`config.mk`:
```
export PLATFORM = sky130hd
export DESIGN_NAME = eeg_xram_rd_agu
export DESIGN_NICKNAME = d
export VERILOG_FILES = /design/src/rtl/eeg_xram_rd_agu.sv
export SDC_FILE = /design/constraint.sdc
export NUM_CORES = 1
export LEC_CHECK = 0
export CAP_MARGIN = 10
export CORE_MARGIN = 8
export CORE_UTILIZATION = 35
export CTS_CLUSTER_DIAMETER = 30
export DETAILED_ROUTE_END_ITERATION = 10
export GPL_TIMING_DRIVEN = 0
export REMOVE_ABC_BUFFERS = 1
export SYNTH_ARGS = -nofsm -noshare
export SYNTH_HDL_FRONTEND = slang
export SYNTH_SLANG_ARGS = --single-unit
```
`constraint.sdc`:
```
create_clock -name clk -period 3.9 [get_ports clk]
set_clock_uncertainty 0.15 [all_clocks]
set_input_delay 0.78 -clock clk [delete_from_list [all_inputs] [get_ports clk]]
set_output_delay 0.78 -clock clk [all_outputs]
set_load 0.1 [all_outputs]
```
`src/rtl/eeg_xram_rd_agu.sv`:
```
// Strided read-address generator for one XRAM lane, with a 2-entry return buffer
// that forwards the 1-cycle-latency read data (and its last flag) to the consumer.
module eeg_xram_rd_agu #(
    parameter int unsigned XRAM_ADD_AW = 12,
    parameter int unsigned XRAM_DAT_DW = 8,
    parameter int unsigned LEN_DW      = 12
) (
    input  logic                   clk,
    input  logic                   rst,
    input  logic                   CMD_VLD,
    output logic                   CMD_RDY,
    input  logic [XRAM_ADD_AW-1:0] CMD_BASE,
    input  logic [LEN_DW-1:0]      CMD_LEN,
    input  logic [XRAM_ADD_AW-1:0] CMD_STRIDE,
    output logic                   XRAM_ADD_VLD,
    output logic                   XRAM_ADD_LST,
    input  logic                   XRAM_ADD_RDY,
    output logic [XRAM_ADD_AW-1:0] XRAM_ADD_ADD,
    input  logic                   XRAM_DAT_VLD,
    input  logic                   XRAM_DAT_LST,
    output logic                   XRAM_DAT_RDY,
    input  logic [XRAM_DAT_DW-1:0] XRAM_DAT_DAT,
    output logic                   OUT_VLD,
    output logic                   OUT_LST,
    input  logic                   OUT_RDY,
    output logic [XRAM_DAT_DW-1:0] OUT_DAT,
    output logic                   BUSY,
    output logic                   DONE
);

    localparam logic [1:0] IDLE  = 2'd0;
    localparam logic [1:0] ISSUE = 2'd1;
    localparam logic [1:0] DRAIN = 2'd2;

    logic [1:0]             state;
    logic [XRAM_ADD_AW-1:0] addr;
    logic [XRAM_ADD_AW-1:0] stride;
    logic [LEN_DW-1:0]      cnt;
    logic [LEN_DW-1:0]      len;
    logic                   done;

    logic [XRAM_DAT_DW:0]   mem [2];
    logic                   wr_ptr;
    logic                   rd_ptr;
    logic [1:0]             count;

    logic cmd_hs;
    logic add_hs;
    logic push;
    logic pop;

    assign CMD_RDY      = (state == IDLE);
    assign cmd_hs       = CMD_VLD && CMD_RDY;
    assign XRAM_ADD_VLD = (state == ISSUE);
    assign XRAM_ADD_LST = (state == ISSUE) && (cnt == len);
    assign XRAM_ADD_ADD = addr;
    assign add_hs       = XRAM_ADD_VLD && XRAM_ADD_RDY;
    assign BUSY         = (state != IDLE);
    assign DONE         = done;

    // Ready comes only from the registered occupancy, so it never loops back through XRAM.
    assign XRAM_DAT_RDY = (count != 2'd2);
    // Beats seen while idle are leftovers from an aborted burst: accept and drop them.
    assign push         = XRAM_DAT_VLD && XRAM_DAT_RDY && (state != IDLE);
    assign OUT_VLD      = (count != 2'd0);
    assign {OUT_LST, OUT_DAT} = mem[rd_ptr];
    assign pop          = OUT_VLD && OUT_RDY;

    always_ff @(posedge clk) begin
        if (rst) begin
            state  <= IDLE;
            addr   <= '0;
            stride <= '0;
            cnt    <= '0;
            len    <= '0;
            done   <= 1'b0;
        end else begin
            done <= 1'b0;
            case (state)
                IDLE: begin
                    if (cmd_hs) begin
                        len    <= CMD_LEN;
                        stride <= CMD_STRIDE;
                        addr   <= CMD_BASE;
                        cnt    <= '0;
                        state  <= ISSUE;
                    end
                end
                ISSUE: begin
                    if (add_hs) begin
                        if (XRAM_ADD_LST) begin
                            state <= DRAIN;
                        end else begin
                            addr <= addr + stride;
                            cnt  <= cnt + LEN_DW'(1);
                        end
                    end
                end
                DRAIN: begin
                    if (pop && OUT_LST) begin
                        done  <= 1'b1;
                        state <= IDLE;
                    end
                end
                default: state <= IDLE;
            endcase
        end
    end

    always_ff @(posedge clk) begin
        if (rst) begin
            for (int i = 0; i < 2; i++) begin
                mem[i] <= '0;
            end
            wr_ptr <= 1'b0;
            rd_ptr <= 1'b0;
            count  <= 2'd0;
        end else begin
            if (push) begin
                mem[wr_ptr] <= {XRAM_DAT_LST, XRAM_DAT_DAT};
                wr_ptr      <= ~wr_ptr;
            end
            if (pop) begin
                rd_ptr <= ~rd_ptr;
            end
            case ({push, pop})
                2'b10:   count <= count + 2'd1;
                2'b01:   count <= count - 2'd1;
                default: count <= count;
            endcase
        end
    end

endmodule

```
==> metrics.md <==
| Metric | Value |
|---|---|
| GRT Util Overall | `0.1369` |
| EDFF count, synth | `18` |
| Pin count of the biggest net entering global routing | `42` |
| Layout cells sized above 1 | `0.07520` |
| I/O pin cnt | `79` |
| Min-Delay Path Class | `flip-flop to flip-flop` |
| ANT cells | `0` |
| Startpoint type of the worst setup path | `flip-flop` |
| Worst relative slew slack | `0.2181` |
| WL/cell | `14.94 um` |
| Sequential share of power | `0.384` |
| CP max stage cell | `dlygate4sd2_1` |
| Synthesized area | `3752 um^2` |
| Core area | `10650 um^2` |
| Multi-input logic area | `1969 um^2` |
| Final Max Slew Viols | `0` |
| Avg Inst Size Synth | `9.042 um^2` |
| Number of port buffers | `78` |
| Post-synth top area share | `0.2988` |
| P&R area growth vs syn | `29.58%` |
| Asr flop ratio synth | `0` |
| Peak per-stage delay on the critical path | `0.92 ns` |
| Clk sinks | `74` |
| Worst path arrival time | `2.71 ns` |
| DPL Wire Length | `6815 um` |
| Post-CTS Setup Inserts | `0` |
| Final net count | `552` |
| Number of detailed-route iterations in the first pass | `4` |
| Seq cells post-synth | `74` |
| CP max FO | `22` |
| Setup tns final | `0 ns` |
| Die H | `119.5 um` |
| Antenna violations before repair | `0` |
| Ys Warns | `0` |
| Longest Clk Path Bufs | `2` |
| Initial core utilization | `0.3523` |
| DR DRC count | `0` |
| Register area share after synthesis | `0.4428` |
| Max Clock Freq | `274.8 MHz` |
| H-tree depth | `3` |
| Crit. End Element | `output pin` |
| Number of routed nets with antenna violations | `0` |
| DR vias/cell | `4.984` |
| Via count of the first global-routing pass | `3238` |
| FF+latch area | `1662 um^2` |
| Global-route wire length before repair | `16080 um` |
| Logic pwr share | `0.352` |
| Leak pwr | `0.001766 uW` |
| Final critical-path required period | `3.639 ns` |
| Post-synth top flop | `dfxtp_1` |
| Row Count | `38` |
| Hold Fails Final Rpt | `0` |
| PD cells | `479.8 nW/um^2` |
| Hold buffer count at cts | `0` |
| Clock root cell | `clkbuf_8` |
| Placed cell count | `616` |
| Peak VDD IR | `243.9 uV` |
| Endpoints failing setup | `0` |
| Die area | `14290 um^2` |
| Worst Path Required | `2.97 ns` |
| Switching share of power | `0.3981` |
| Switching power | `928.7 uW` |
| Synth Instances | `415` |
| Synth area leader | `dfxtp_1` |
| Starting DRT DRC Count | `118` |
| Crit Path Class | `flip-flop to output pin` |
| Die X | `119.5 um` |
| CTS tree | `done` |
| Clock power share | `0.264` |
| RD Place Congestion | `0.7913` |
| Internal power | `1404 uW` |
| RSZ-0062 raised after global routing | `false` |
| Top cells by instance count after synthesis | `nand2_1 (68), dfxtp_1 (56), a21oi_1 (37), and2_1 (24), nor2_1 (23)` |
| Routed wire length | `9443 um` |
| Fillers | `1066` |
| Worst-Margin Slew | `1.170 ns` |
| Post-route insts no fill | `632` |
| Vias | `3150` |
| Max-cap violations | `0` |
| Reg clk slew, reported paths | `0.08 ns` |
| Remaining global-route overflow | `0` |
| Most common cell in the netlist | `nand2_1` |
| Synth top area cells | `dfxtp_1 (30%), edfxtp_1 (14%), nand2_1 (6.8%)` |
| Latest clock arrival within the worst-skew pair | `0.35 ns` |
| Final worst-path cycle share | `0.9331` |
| CP cell instances | `nand2b_1 > inv_1 > dlygate4sd2_1` |
| Result of the run | `finished, final reports clean` |
| CTS Buf Count | `9` |
| Library cells used by synthesis | `51` |
| Fin util | `0.4565` |
[area by class of cell]
class / count / area share
clock inverter: 7 / 0.01595
sequential: 74 / 0.3417
timing repair buffer: 81 / 0.1704
inverter: 7 / 0.005404
multi-input combinational: 314 / 0.4050
tap: 140 / 0.03603
clock buffer: 9 / 0.02548
[cell usage in the layout (no fill, tap or decap), types with 2 or more instances in the layout]
master and n:
mux2i_1 3, clkbuf_8 9, nor2b_1 3, a21o_1 3, nand3_1 8, and2_1 24, nand4_1 5, o31a_1 3
clkinv_4 2, edfxtp_1 18, and4_1 4, o21ai_0 12, ha_1 13, nor3_1 14, or3_1 7, a211oi_1 9
or2_2 3, xnor2_1 21, a311oi_1 5, nor2_1 23, dlygate4sd2_1 2, clkdlybuf4s50_1 75, o211ai_1 2, dfxtp_1 56
a31oi_1 3, mux2_2 9, nand2_1 68, xor2_1 4, inv_6 2, a21boi_1 2, inv_1 7, nand2b_1 3
o21a_1 4, nand3b_1 2, nor3b_1 3, a211o_1 3, a21oi_1 37
[power groups by stage]
stage / registers (uW) / clock network (uW) / logic (uW)
2_1_floorplan: 1020 / 0 / 491
3_3_place_gp: 914 / 0 / 814
3_5_place_dp: 915 / 0 / 828
4_1_cts: 898 / 636 / 830
5_1_grt: 906 / 668 / 877
6_report: 896 / 616 / 821
[metrics by stage]
stage | area, um^2 | worst slack [ns] | power [uW] | hold WS [ns]
CTS | 4862 | 0.1717 | 2363 | 0.3149
global placement | 4613 | -0.6579 | 1727 | 0.2983
floorplan | 3657 | -0.7072 | 1506 | 0.2840
global route | 4862 | 0.07642 | 2451 | 0.3293
finish | 4862 | 0.2610 | 2333 | 0.3133
detailed placement | 4663 | 0.2233 | 1743 | 0.3040
[cells by family after synthesis]
group           after synthesis  share of synthesized area
simple gates                173                     0.2287
fa+ha+maj                    14                    0.04868
xor+xnor                     25                    0.05835
buf+inv                      27                    0.03234
flops                        74                     0.4428
compound gates               90                     0.1541
mux                          12                    0.03501
[per-layer routing]
layer | track usage | share of wire | up-vias
met3 | 0.02771 | 0.040 | 14
met1 | 0.1761 | 0.49 | 1463
li1 | - | - | 1610
met2 | 0.2207 | 0.46 | 63
met5 | 0 | 0 | -
met4 | 0.05464 | 0.015 | 0
[critical path: cells and delay by family (launching register included)]
kind          cells  cell delay [ns]
flops             1             0.33
buf+inv           2             1.48
simple gates      1             0.54
[sequential cells by signal (all words and copies together) (netlist names), 2 cells and up, named ones only]
signal        count
cnt              12
XRAM_ADD_ADD     12
state             2
len              12
count             2
mem              18
stride           12
[final timing paths]
kind	cells past startpoint	start	slack, ns	end
worst min-delay path	2	stride[8]	0.31	stride[8]
worst max register to register	7	state[1]	0.81	cnt[9]
worst max-delay path	3	state[1]	0.26	XRAM_ADD_VLD
worst min register to register	2	stride[8]	0.31	stride[8]
[what timing repair did]
| item | 4_1_cts | 5_1_grt |
|---|---|---|
| gates resized for setup | 2 | 0 |
| endpoints found under the setup margin | 2 | 0 |
| endpoints found under the hold margin | 0 | 0 |
No activity file was read; power rests on OpenSTA's default activity.
